## src/rtl/updown_step_ctrl.sv

```systemverilog
// updown_step_ctrl: conditions the board switches/buttons and sequences
// Step/Dir for the up/down counter, with optional auto-reverse at the limits.
module updown_step_ctrl #(
  parameter int WIDTH     = 4,
  parameter int PRESCALE  = 1000,
  parameter int DB_CYCLES = 20
) (
  input  logic             Clk,
  input  logic             RST,
  input  logic             Sw_Mode,
  input  logic             Sw_Bounce,
  input  logic             Btn_Run,
  input  logic             Btn_Step,
  input  logic [WIDTH-1:0] Count,
  output logic             Step,
  output logic             Dir,
  output logic             Running
);

  // state | meaning
  // PAUSE | idle; a step button press issues one Step
  // RUN   | prescaler counting; a Step every PRESCALE cycles
  localparam logic [0:0] ST_PAUSE = 1'b0;
  localparam logic [0:0] ST_RUN   = 1'b1;

  localparam int PW = $clog2(PRESCALE);
  localparam int DW = $clog2(DB_CYCLES + 1);
  localparam logic [PW-1:0] PS_LAST = PW'(PRESCALE - 1);
  localparam logic [DW-1:0] DB_LAST = DW'(DB_CYCLES - 1);

  localparam int IN_MODE   = 0;
  localparam int IN_BOUNCE = 1;
  localparam int IN_RUN    = 2;
  localparam int IN_STEP   = 3;

  logic [3:0]          w_raw;
  logic [3:0]          r_sync1;
  logic [3:0]          r_sync2;
  logic [3:0]          r_db;
  logic [3:0]          r_db_prev;
  logic [3:0][DW-1:0]  r_db_cnt;

  logic [0:0]          r_state;
  logic [0:0]          w_state_nxt;
  logic [PW-1:0]       r_presc;
  logic                r_step;
  logic                r_dir;

  logic                w_run_p;
  logic                w_step_p;
  logic                w_bounce_rise;
  logic                w_tick;
  logic                w_gen;

  assign w_raw = {Btn_Step, Btn_Run, Sw_Bounce, Sw_Mode};

  // The debounced value only flips after DB_CYCLES consecutive disagreeing samples.
  always_ff @(posedge Clk or negedge RST) begin
    if (!RST) begin
      r_sync1   <= '0;
      r_sync2   <= '0;
      r_db      <= '0;
      r_db_prev <= '0;
      r_db_cnt  <= '0;
    end else begin
      r_sync1   <= w_raw;
      r_sync2   <= r_sync1;
      r_db_prev <= r_db;
      for (int i = 0; i < 4; i++) begin
        if (r_sync2[i] == r_db[i]) begin
          r_db_cnt[i] <= '0;
        end else if (r_db_cnt[i] == DB_LAST) begin
          r_db[i]     <= ~r_db[i];
          r_db_cnt[i] <= '0;
        end else begin
          r_db_cnt[i] <= r_db_cnt[i] + DW'(1);
        end
      end
    end
  end

  assign w_run_p       = r_db[IN_RUN]    & ~r_db_prev[IN_RUN];
  assign w_step_p      = r_db[IN_STEP]   & ~r_db_prev[IN_STEP];
  assign w_bounce_rise = r_db[IN_BOUNCE] & ~r_db_prev[IN_BOUNCE];
  assign w_tick        = (r_state == ST_RUN) && (r_presc == PS_LAST);

  // run_p has priority: it swallows a same-cycle step_p or tick.
  always_comb begin
    w_state_nxt = r_state;
    w_gen       = 1'b0;
    case (r_state)
      ST_PAUSE: begin
        if (w_run_p)       w_state_nxt = ST_RUN;
        else if (w_step_p) w_gen       = 1'b1;
      end
      default: begin
        if (w_run_p)     w_state_nxt = ST_PAUSE;
        else if (w_tick) w_gen       = 1'b1;
      end
    endcase
  end

  always_ff @(posedge Clk or negedge RST) begin
    if (!RST) begin
      r_state <= ST_PAUSE;
      r_presc <= '0;
      r_step  <= 1'b0;
      r_dir   <= 1'b0;
    end else begin
      r_state <= w_state_nxt;
      r_step  <= w_gen;
      if ((r_state == ST_PAUSE) && w_run_p) begin
        r_presc <= '0;
      end else if ((r_state == ST_RUN) && !w_run_p) begin
        r_presc <= w_tick ? '0 : r_presc + PW'(1);
      end
      // Count is stable in the generation cycle, so the reversal is decided here.
      if (!r_db[IN_BOUNCE] || w_bounce_rise) begin
        r_dir <= r_db[IN_MODE];
      end else if (w_gen) begin
        if (!r_dir && (Count == '1))     r_dir <= 1'b1;
        else if (r_dir && (Count == '0)) r_dir <= 1'b0;
      end
    end
  end

  assign Step    = r_step;
  assign Dir     = r_dir;
  assign Running = (r_state == ST_RUN);

endmodule

```

## config.mk

```make
export PLATFORM = sky130hd
export DESIGN_NAME = updown_step_ctrl
export DESIGN_NICKNAME = d
export VERILOG_FILES = /design/src/rtl/updown_step_ctrl.sv
export SDC_FILE = /design/constraint.sdc
export NUM_CORES = 1
export LEC_CHECK = 0
export CORE_ASPECT_RATIO = 0.7
export CORE_MARGIN = 1.5
export CORE_UTILIZATION = 50
export CTS_BUF_LIST = sky130_fd_sc_hd__clkbuf_4 sky130_fd_sc_hd__clkbuf_8
export DETAILED_ROUTE_END_ITERATION = 8
export GPL_TIMING_DRIVEN = 0
export PLACE_DENSITY_LB_ADDON = 0.12
export SYNTH_ARGS = -nofsm -noshare
export SYNTH_HDL_FRONTEND = slang
export SYNTH_SLANG_ARGS = --single-unit
```

## constraint.sdc

```tcl
create_clock -name Clk -period 2.54 [get_ports Clk]
set_input_delay 0.635 -clock Clk [delete_from_list [all_inputs] [get_ports Clk]]
set_output_delay 0.635 -clock Clk [all_outputs]
set_load 0.05 [all_outputs]
```

# ---- Yosys cells after proc, flatten, opt, wreduce, memory -nomap -nowiden
# Cells that the tools add are included.
dict set report totals {
  ff_bits 49
}
dict set report classes {
  addsub 5
  n_eq_ne 10
  mux 23
  n_bitwise 15
  n_reduce_logical 18
}
# cell count
set op_table {}
lappend op_table {{5-bit two-way mux} 8}
lappend op_table {{10-bit two-way mux} 3}
lappend op_table {{5-bit by 1-bit adder with 5-bit output, second input constant} 4}
lappend op_table {{5-bit == test, second input constant} 4}
lappend op_table {{1-bit two-way mux} 12}
lappend op_table {{1-bit inverter} 12}
lappend op_table {{10-bit by 1-bit adder with 10-bit output, second input constant} 1}
lappend op_table {{10-bit == test, second input constant} 1}
lappend op_table {{2-bit AND reduction} 5}
lappend op_table {{1-bit logical AND} 5}
lappend op_table {{1-bit == test} 4}
lappend op_table {{4-bit == test, second input constant} 1}
lappend op_table {{4-bit zero test} 1}
lappend op_table {{2-bit nonzero test} 2}
lappend op_table {{1-bit AND} 3}
lappend op_table {{1-bit zero test} 3}
lappend op_table {{3-bit nonzero test} 1}
lappend op_table {{1-bit logical OR} 1}

# ---- Logic depth before layout (Yosys ltp)
# Gate-level depths: netlist (run 1).
dict set report depth {
  depth_word 7
  ltp_mapped 7
  ltp_nobuf 6
}

# ---- Worst setup path after synthesis (run 1)
# OpenSTA, ideal clock, no wires.
dict set report synth_path {
  kind {flip-flop to flip-flop}
  startpoint {register r_state, in the netlist Running}
  endpoint {register r_presc[9]}
  setup_ns 0.128
  arrival_time_ns 1.801
  required_time_ns 2.412
  path_slack_ns 0.611
  stages_incl_launch_ff 8
  path_buffers 1
  period_less_slack_ns 1.929
  cell_sequence {dfrtp_1 > inv_1 > ha_1 > clkbuf_1 > nand3b_1 > nor4_1 > xnor2_1 > nor2_1}
}
dict set report synth_via {
  elab_chain_cells 4
}
# item line_no
set synth_lines {}
lappend synth_lines {{start, declared} 43} ;# logic [0:0] r_state;
lappend synth_lines {{start signal, assigned} 110} ;# r_state <= w_state_nxt;
lappend synth_lines {{1-bit logical AND} 85} ;# assign w_tick = (r_state == ST_RUN) && (r_presc == PS_LAST);
lappend synth_lines {{10-bit two-way mux} 115} ;# r_presc <= w_tick ? '0 : r_presc + PW'(1);
lappend synth_lines {{10-bit two-way mux} 114} ;# end else if ((r_state == ST_RUN) && !w_run_p) begin
lappend synth_lines {{10-bit two-way mux} 112} ;# if ((r_state == ST_PAUSE) && w_run_p) begin
lappend synth_lines {{end signal, assigned} 115}
lappend synth_lines {{end, declared} 45} ;# logic [PW-1:0] r_presc;
# Parallel ways exist; a longest one is shown, timed or not. The select of a mux whose other input is x is not followed.
# A chain may end at the register's enable or synchronous reset.

# ---- Worst setup path in the final report (run 1)
dict set report layout_path {
  startpoint {register r_state, in the netlist Running}
  endpoint {output Running}
}
# item line_no
set layout_lines {}
lappend layout_lines {{end, declared} 17} ;# output logic Running
# No word-level cell between the ends.

==> flow_summary_export.csv, run 1 <==
group,metric,value,unit
worst_setup_path,startpoint,"Running$_DFF_PN0_",
detailed_routing,viasPerCell,5.304,
layout,fillers,316,
floorplan,core_area,3899,um^2
clock_tree,post-cts-setup-buffers,0,
yosys,netlist.area_leader.share,59.15,%
power,p_int,1063,uW
floorplan,die_w,79.17,um
yosys,synth_cell_types,32,
layout,multi_input_area,795.8,um^2
timing,finalHoldViolCount,0,
detailed_routing,via_count,1342,
detailed_routing,detail_route.first_pass.iterations,4,
worst_setup_path,worstRegToRegCells,7,
global_routing,globalRouteTotalUtil,16.92,%
worst_setup_path,end_kind,"output pin",
layout,final_area,2328,um^2
clock_tree,h-tree-depth,2,
yosys,synth_cells,180,
clock_tree,cts-hold-fix-buffers,0,
power,p_comb_share,5.2,%
floorplan,start_util,52.09,%
clock_tree,clk_latency,0.30,ns
clock_tree,cts_sinks,48,
timing,slew_headroom,66.73,%
worst_setup_path,critPathTopFamily,"buffers and inverters",
detailed_routing,ant_nets,0,
clock_tree,cts_max_path_buffers,2,
worst_setup_path,slowest_stage,"clkdlybuf4s50_1",
worst_setup_path,rrSetupSlack,0.57,ns
timing,finClkSkew,0.004186,ns
job,drv_cap,0,
place,pre_cts_ws,0.3311,ns
place,place.gp.congestion,0.8005,
worst_setup_path,arrival,1.53,ns
timing,timing_worst_slew_pin_value,0.4975,ns
detailed_routing,drc,0,
detailed_routing,wl,3327,um
worst_setup_path,crit_chain,"clkdlybuf4s50_1",
timing,worst_slack,0.3726,ns
place,place_area,2231,um^2
power,clockPowerShare,35.4,%
worst_setup_path,worst-setup-path-type,"reg -> out",
clock_tree,path_clk_slew,0.08,ns
yosys,yosysTopAreaCell,"dfrtp_1",
yosys,synth_seq_cells,48,
layout,n_antenna_cell,0,
worst_setup_path,critPathMaxStageDelay,0.83,ns
place,dp_hpwl,2490,um
floorplan,die_y,56.32,um
power,vdd_drop_max,0.4060,mV
global_routing,grt_pass1_vias,1242,
place,io_buffers,12,
yosys,synthArstFlopShare,100.0,%
clock_tree,cts-resized-gates,0,
worst_setup_path,r2r_end,"r_presc[9]$_DFFE_PN0P_",
layout,regArea,1201,um^2
detailed_routing,wl_per_cell,13.15,um
layout,drive_gt1_share,8.458,%
clock_tree,cts_made_buffers,5,
yosys,syn_nets,196,
power,seq_power_share,59.4,%
yosys,synth_area_leaders,"dfrtp_1 (59%), xnor2_1 (4.7%), nor2_1 (4.1%), ha_1 (3.7%), mux2_2 (3.3%)",
power,switching_power,286.1,uW
floorplan,dieArea,4459,um^2
min_path,hold_path_class,"in -> async",
worst_setup_path,start_kind,"flop",
yosys,synth_most_common_cell,"dfrtp_1",
yosys,synth_ff_type,"dfrtp_1",
yosys,avgSynthCellArea,11.28,um^2
power,p_leak,0.001014,uW
layout,area_growth_syn_to_layout,14.66,%
power,p_per_area,579.5,nW/um^2
yosys,synthTopCellsByCount,"dfrtp_1 (48), nor2_1 (22), nand2_1 (11), o21ai_0 (11), xnor2_1 (11)",
timing,period_needed,2.167,ns
global_routing,gr-total-overflow,0,
detailed_routing,drt_iter0_markers,77,
power,switching_share,21.21,%
status,status,"finished clean",
worst_setup_path,timing.critical_path.buf_inv,1,
floorplan,rows,19,
global_routing,grt_pass1_wl,5616,um
floorplan,top_level_ports,13,
timing,fmax,0.4614,GHz
timing,fin_crit_sh,85.33,%
worst_setup_path,worstPathMaxFanout,4,
timing,final-setup-viol-count,0,
timing,drv_slew,0,
worst_setup_path,crit_required,1.90,ns
yosys,yosysWarnings,0,
yosys,ys_seq_area_share,59.15,%
clock_tree,clock-root-buffer,"clkbuf_8",
global_routing,grt_antenna_before_repair,0,
clock_tree,cts_tree,"done",
global_routing,grt_max_degree,32,
yosys,netlist_area,2031,um^2
worst_setup_path,crit-reg2reg-launch,"r_db[2]$_DFFE_PN0P_",
timing,rsz0062_at_grt,"no",
yosys,synth_edf_count,0,
layout,final_nets,216,
## per-layer routing
metal	wire (um)	vias up	part of all wire, %	track usage [%]
met2	1525	22	46	25.15
met4	57	0	1.7	7.519
li1	-	658	-	-
met1	1616	655	49	22.84
met3	126	7	3.8	5.366
met5	0	-	0	0
## state kept, by name, summed over array words and instances (netlist names)
signal	cells
r_db_cnt	20
r_sync2	4
r_db	4
Dir	1
r_db_prev	3
Running	1
Step	1
r_presc	10
r_sync1	4
## stage by stage
| stage | TNS, ns | power [uW] | hold WS (ns) | std cells | utilization, % |
|---|---|---|---|---|---|
| floorplan | 0 | 845.5 | 0.3312 | 180 | - |
| global placement | -20.57 | 880.0 | 0.3328 | 244 | 56.84 |
| detailed placement | 0 | 890.4 | 0.3378 | 245 | 57.22 |
| CTS | 0 | 1373 | 0.2757 | 253 | 59.72 |
| global route | 0 | 1410 | 0.2868 | 253 | 59.72 |
| finish | 0 | 1349 | 0.2664 | 253 | 59.72 |
## cells in the final DEF, fill, tap and decap left out, types with 2 or more instances in the layout
cell              n
dfrtp_1          48
nor3_1            6
xor2_1            4
nor3b_1           4
nand3_1           9
xnor2_1          11
a22oi_1           3
o31ai_1           2
clkdlybuf4s50_1  11
nand2b_1          6
ha_1              6
clkbuf_4          2
inv_1             8
nor2b_1           4
clkbuf_8          6
nand2_1          11
a31oi_1           3
nor2_1           22
o21ai_0          11
mux2_2            6
a21oi_1           2
## power by group through the flow
stage	registers (uW)	clock network [uW]	logic (uW)
detailed placement	817	0	73.4
finish	802	477	70.8
CTS	802	497	73.9
global route	805	524	81.7
floorplan	813	0	32.5
global placement	815	0	65.1
## worst reg2reg max path, cell delays in order (launching register included)
cell and delay [ns]:
dfrtp_1 0.39, nor2b_1 0.24, ha_1 0.27, clkbuf_1 0.21, nand3b_1 0.26, nor4_1 0.27, xnor2_1 0.16, nor2_1 0.05
## cells by family (layout without fill, tap and decap cells)
logic type | after synthesis | count (layout) | synth area share, %
simple gates | 72 | 72 | 18.30
fa+ha+maj | 6 | 6 | 3.697
flops | 48 | 48 | 59.15
mux | 7 | 7 | 3.820
buf+inv | 9 | 30 | 1.663
compound gates | 23 | 23 | 6.901
xor+xnor | 15 | 15 | 6.469
## layout make-up
class / instances / share of cell area (%)
buffer: 1 / 0.1612
tap: 52 / 2.794
multi-input combinational: 123 / 34.18
sequential: 48 / 51.59
inverter: 8 / 1.290
timing repair buffer: 13 / 5.803
clock buffer: 8 / 4.191
## worst max path at each step
stage,to,cells after the start
4_1_cts,Running,1
3_3_place_gp,r_presc[6]$_DFFE_PN0P_,1
3_5_place_dp,Dir$_DFFE_PN0P_,4
6_report,Running,1
5_1_grt,Running,1
2_1_floorplan,r_presc[9]$_DFFE_PN0P_,7
No activity file was read; power rests on OpenSTA's default activity.
==> run 2, diff against run 1 <==
--- a/config.mk
+++ b/config.mk
@@ -10,8 +10,8 @@
 export CORE_UTILIZATION = 50
 export CTS_BUF_LIST = sky130_fd_sc_hd__clkbuf_4 sky130_fd_sc_hd__clkbuf_8
 export DETAILED_ROUTE_END_ITERATION = 8
-export GPL_TIMING_DRIVEN = 0
 export PLACE_DENSITY_LB_ADDON = 0.12
+export SETUP_SLACK_MARGIN = 0.3
 export SYNTH_ARGS = -nofsm -noshare
 export SYNTH_HDL_FRONTEND = slang
 export SYNTH_SLANG_ARGS = --single-unit
==> flow_summary_export.csv, run 2 (synthesis results as in run 1) <==
group,metric,value,unit
detailed_routing,ant_nets,0,
clock_tree,h-tree-depth,2,
layout,fillers,321,
power,p_int,1121,uW
timing,drv_slew,0,
worst_setup_path,crit_chain,"clkdlybuf4s50_1",
timing,timing_worst_slew_pin_value,0.7254,ns
global_routing,grt_pass1_wl,5727,um
clock_tree,cts_sinks,48,
timing,final-setup-viol-count,0,
layout,largest_reg_flops,20,
place,place.gp.congestion,0.8264,
worst_setup_path,end_kind,"output pin",
detailed_routing,detail_route.first_pass.iterations,4,
worst_setup_path,crit_required,1.90,ns
global_routing,globalRouteTotalUtil,16.84,%
global_routing,grt_max_degree,36,
layout,final_nets,216,
clock_tree,cts_max_path_buffers,2,
detailed_routing,drc,0,
status,status,"finished clean",
detailed_routing,wl_per_cell,12.47,um
clock_tree,post-cts-setup-buffers,0,
power,p_leak,0.001019,uW
clock_tree,path_clk_slew,0.08,ns
floorplan,die_y,56.32,um
layout,top_regs,"r_db_cnt: 20 flops, r_presc: 10 flops",
worst_setup_path,slowest_stage,"clkdlybuf4s50_1",
min_path,hold_path_class,"reg -> reg",
detailed_routing,wl,3155,um
detailed_routing,via_count,1318,
detailed_routing,drt_iter0_markers,65,
worst_setup_path,startpoint,"Running$_DFF_PN0_",
timing,finClkSkew,0.004668,ns
floorplan,rows,19,
timing,finalHoldViolCount,0,
layout,layout_common_cells,"dfrtp_1 (48), nor2_1 (22)",
place,place_area,2222,um^2
clock_tree,cts-resized-gates,0,
layout,area_growth_syn_to_layout,14.91,%
clock_tree,cts_tree,"done",
power,switching_share,20.17,%
place,dp_hpwl,2357,um
place,io_buffers,12,
layout,mostFrequentLayoutCell,"dfrtp_1",
power,vdd_drop_max,0.3913,mV
layout,final_area,2333,um^2
timing,fin_crit_sh,84.42,%
clock_tree,clock-root-buffer,"clkbuf_8",
layout,n_antenna_cell,0,
global_routing,grt_antenna_before_repair,0,
worst_setup_path,critPathTopFamily,"buffers and inverters",
floorplan,top_level_ports,13,
min_path,hold_start,"r_sync1[3]$_DFF_PN0_",
floorplan,core_area,3899,um^2
floorplan,dieArea,4459,um^2
global_routing,gr-total-overflow,0,
timing,tns,0,ns
floorplan,die_w,79.17,um
job,drv_cap,0,
global_routing,grt_pass1_vias,1290,
worst_setup_path,crit-reg2reg-launch,"r_db[2]$_DFFE_PN0P_",
power,p_per_area,601.7,nW/um^2
timing,rsz0062_at_grt,"no",
worst_setup_path,worst-setup-path-type,"reg -> out",
clock_tree,clk_latency,0.29,ns
clock_tree,cts-hold-fix-buffers,0,
timing,period_needed,2.144,ns
layout,regMostFlops,"r_db_cnt",
worst_setup_path,critPathMaxStageDelay,0.82,ns
detailed_routing,viasPerCell,5.209,
timing,slew_headroom,51.64,%
power,p_comb_share,4.8,%
clock_tree,cts_made_buffers,5,
timing,fmax,0.4664,GHz
worst_setup_path,start_kind,"flop",
floorplan,start_util,52.09,%
worst_setup_path,worstPathMaxFanout,4,
worst_setup_path,timing.critical_path.buf_inv,1,
power,seq_power_share,57.0,%
layout,drive_gt1_share,8.955,%
worst_setup_path,arrival,1.51,ns
power,switching_power,283.2,uW
power,clockPowerShare,38.2,%
## run 2: cell count changes in the layout (fill, tap and decap cells not counted), sizes merged
| cell | before | now |
|---|---|---|
| clkbuf | 9 | 6 |
| buf | 2 | 3 |
| bufinv | 0 | 1 |
| clkinv | 0 | 1 |
## run 2: layout make-up
type / instances / area [um^2] / area share, %
multi-input combinational: 123 / 795.8 / 34.10
clock buffer: 6 / 76.32 / 3.271
tap: 52 / 65.06 / 2.788
sequential: 48 / 1201 / 51.47
inverter: 8 / 30.03 / 1.287
clock inverter: 2 / 35.03 / 1.501
timing repair buffer: 14 / 130.1 / 5.576
## run 2: metal layers
metal / track usage [%] / part of all wire (%)
met1: 22.25 / 50
met2: 25.52 / 45
met4: 7.018 / 1.6
met3: 5.691 / 3.9
met5: 0 / 0
## run 2: final timing paths
kind / endpoint / slack [ns] / cells after the start
max in group asynchronous: r_db_cnt[17]$_DFF_PN0_ / 1.54 / 2
min: r_sync2[3]$_DFF_PN0_ / 0.35 / 0
max reg2reg: r_presc[9]$_DFFE_PN0P_ / 0.64 / 6
min reg2reg: r_sync2[3]$_DFF_PN0_ / 0.35 / 0
min in group asynchronous: r_sync2[1]$_DFF_PN0_ / 0.39 / 1
max: Running / 0.40 / 1
## run 2: power groups by stage
stage | registers (uW) | clock network (uW) | logic, uW
4_1_cts | 801 | 555 | 70.3
5_1_grt | 804 | 581 | 81.7
3_3_place_gp | 815 | 0 | 66.7
6_report | 801 | 536 | 67.8
3_5_place_dp | 816 | 0 | 69.8
2_1_floorplan | 813 | 0 | 32.5
## run 2: metrics by stage
step	cells	hold slack (ns)	setup slack, ns	total power (uW)	utilization (%)
3_5_place_dp	245	0.3370	0.3477	885.9	57.00
4_1_cts	253	0.3540	0.3760	1426	59.85
2_1_floorplan	180	0.3312	0.6111	845.5	-
3_3_place_gp	245	0.3368	0.3640	881.6	57.00
6_report	253	0.3527	0.3958	1404	59.85
5_1_grt	253	0.3607	0.3390	1466	59.85
==> run 3, diff against run 2 <==
==> constraint.sdc (replaced) <==
create_clock -name Clk -period 2.1 [get_ports Clk]
set_input_delay 0.525 -clock Clk [delete_from_list [all_inputs] [get_ports Clk]]
set_output_delay 0.525 -clock Clk [all_outputs]
set_load 0.05 [all_outputs]
==> flow_summary_export.csv, run 3 (synthesis results as in run 1) <==
group,metric,value,unit
status,status,"finished clean",
worst_setup_path,worstPathMaxFanout,2,
place,io_buffers,12,
timing,drv_slew,0,
clock_tree,h-tree-depth,2,
global_routing,gr-total-overflow,0,
timing,slew_headroom,64.13,%
floorplan,top_level_ports,13,
power,p_per_area,678.8,nW/um^2
power,p_leak,0.001017,uW
timing,finClkSkew,0.003949,ns
global_routing,grt_max_degree,27,
timing,finalHoldViolCount,0,
power,seq_power_share,61.4,%
floorplan,dieArea,4459,um^2
clock_tree,cts_tree,"done",
power,p_int,1224,uW
floorplan,core_area,3899,um^2
floorplan,die_y,56.32,um
min_path,hold_path_class,"in -> async",
power,vdd_drop_max,0.4361,mV
detailed_routing,wl,3137,um
global_routing,grt_pass1_vias,1342,
timing,fin_crit_sh,86.36,%
detailed_routing,ant_nets,0,
layout,area_growth_syn_to_layout,14.36,%
detailed_routing,wl_met1,1531,um
layout,drive_gt1_share,10.50,%
clock_tree,clock-root-buffer,"clkbuf_8",
layout,n_antenna_cell,0,
layout,final_nets,215,
worst_setup_path,end_kind,"flop",
timing,period_needed,1.814,ns
timing,fmax,0.5514,GHz
layout,final_area,2322,um^2
place,place.gp.congestion,0.8375,
power,p_comb_share,5.4,%
detailed_routing,top_layer,"met4",
place,pre_cts_ws,-0.03899,ns
power,fin_total_pwr,1576,uW
worst_setup_path,arrival,2.00,ns
place,place_area,2228,um^2
timing,final-setup-viol-count,0,
worst_setup_path,crit_required,2.28,ns
clock_tree,clk_latency,0.29,ns
global_routing,globalRouteTotalUtil,16.83,%
clock_tree,cts_sinks,48,
clock_tree,path_clk_slew,0.08,ns
detailed_routing,wl_per_cell,12.45,um
clock_tree,cts_max_path_buffers,2,
clock_tree,cts_made_buffers,5,
timing,rsz0062_at_grt,"yes",
detailed_routing,drt_iter0_markers,54,
global_routing,grt_pass1_wl,5775,um
floorplan,start_util,52.09,%
power,switching_share,22.37,%
floorplan,rows,19,
worst_setup_path,worst-setup-path-type,"in -> reg",
detailed_routing,route.met2.wl,1462,um
clock_tree,cts-hold-fix-buffers,0,
timing,worst_slack,0.2863,ns
layout,top_regs,"r_db_cnt: 20 flops, r_presc: 10 flops",
detailed_routing,viasPerCell,5.250,
detailed_routing,drc,0,
place,dp_hpwl,2298,um
layout,regMostFlops,"r_db_cnt",
detailed_routing,via_count,1323,
detailed_routing,detail_route.first_pass.iterations,4,
floorplan,die_w,79.17,um
layout,mostFrequentLayoutCell,"dfrtp_1",
global_routing,grt_antenna_before_repair,0,
power,switching_power,352.6,uW
job,drv_cap,0,
worst_setup_path,start_kind,"input port",
detailed_routing,wl_met3,111,um
timing,timing_worst_slew_pin_value,0.5381,ns
power,clockPowerShare,33.2,%
layout,layout_common_cells,"dfrtp_1 (47), nor2_1 (22), xnor2_1 (11), nand2_1 (11), o21ai_0 (11)",
layout,largest_reg_flops,20,
clock_tree,post-cts-setup-buffers,0,
==> run 3: changes by cell type in the layout (fill, tap and decap cells not counted), sizes merged <==
cell / before / now
buf: 3 / 2
bufinv: 1 / 0
clkbuf: 6 / 5
clkdlybuf4s15: 0 / 1
clkdlybuf4s50: 11 / 8
clkinv: 1 / 3
dlygate4sd2: 0 / 2
==> run 3: stage by stage <==
stage	cells	util [%]	TNS (ns)	hold WS (ns)
after floorplan	180	-	0	0.2294
after global placement	244	57.16	0	0.3337
after detailed placement	244	57.16	-0.03899	0.3358
after CTS	252	59.44	0	0.2166
after global routing	252	59.56	0	0.2303
final	252	59.56	0	0.2065
==> run 3: repair_timing <==
| action | in CTS | in global routing |
|---|---|---|
| resized for setup | 5 | 2 |
| setup endpoints to repair | 5 | 5 |
| pin swaps | 1 | 0 |
| cloned | 0 | 0 |
==> run 3: path summary, 6_finish.rpt <==
check / cells after the start / slack [ns] / from / to
min in group Clk: 0 / 0.35 / r_sync1[3]$_DFF_PN0_ / r_sync2[3]$_DFF_PN0_
worst max-delay path: 4 / 0.29 / Count[2] / Dir$_DFFE_PN0P_
max in group asynchronous: 2 / 1.38 / RST / r_db_prev[1]$_DFF_PN0_
worst min register to register: 0 / 0.35 / r_sync1[3]$_DFF_PN0_ / r_sync2[3]$_DFF_PN0_
worst max register to register: 6 / 0.33 / r_db[2]$_DFFE_PN0P_ / r_presc[9]$_DFFE_PN0P_
worst min-delay path: 1 / 0.21 / RST / r_db[3]$_DFFE_PN0P_
==> run 3: per-layer routing <==
| metal | GRT usage, % | up-vias |
|---|---|---|
| met5 | 0 | - |
| met4 | 4.511 | 0 |
| met3 | 4.390 | 5 |
| met2 | 26.74 | 23 |
| met1 | 23.10 | 641 |
| li1 | - | 654 |
==> run 3: worst max-delay path, stage by stage <==
cell and delay (ns):
clkdlybuf4s50_1 0.42, or4_4 0.54, o31a_1 0.25, a221o_1 0.26
==> run 3: power groups by stage <==
stage / clock, uW / sequential (uW) / combinational (uW)
6_report: 523 / 968 / 84.9
5_1_grt: 580 / 973 / 98.4
4_1_cts: 541 / 968 / 86.5
3_5_place_dp: 0 / 987 / 85.6
3_3_place_gp: 0 / 985 / 82.2
2_1_floorplan: 0 / 983 / 39.4
==> run 3: cell type report <==
class / count / area (um^2)
clock buffer: 5 / 68.82
clock inverter: 3 / 18.77
fill: 333 / 1577
inverter: 8 / 30.03
multi-input combinational: 123 / 804.5
sequential: 48 / 1202
tap: 52 / 65.06
timing repair buffer: 13 / 132.6
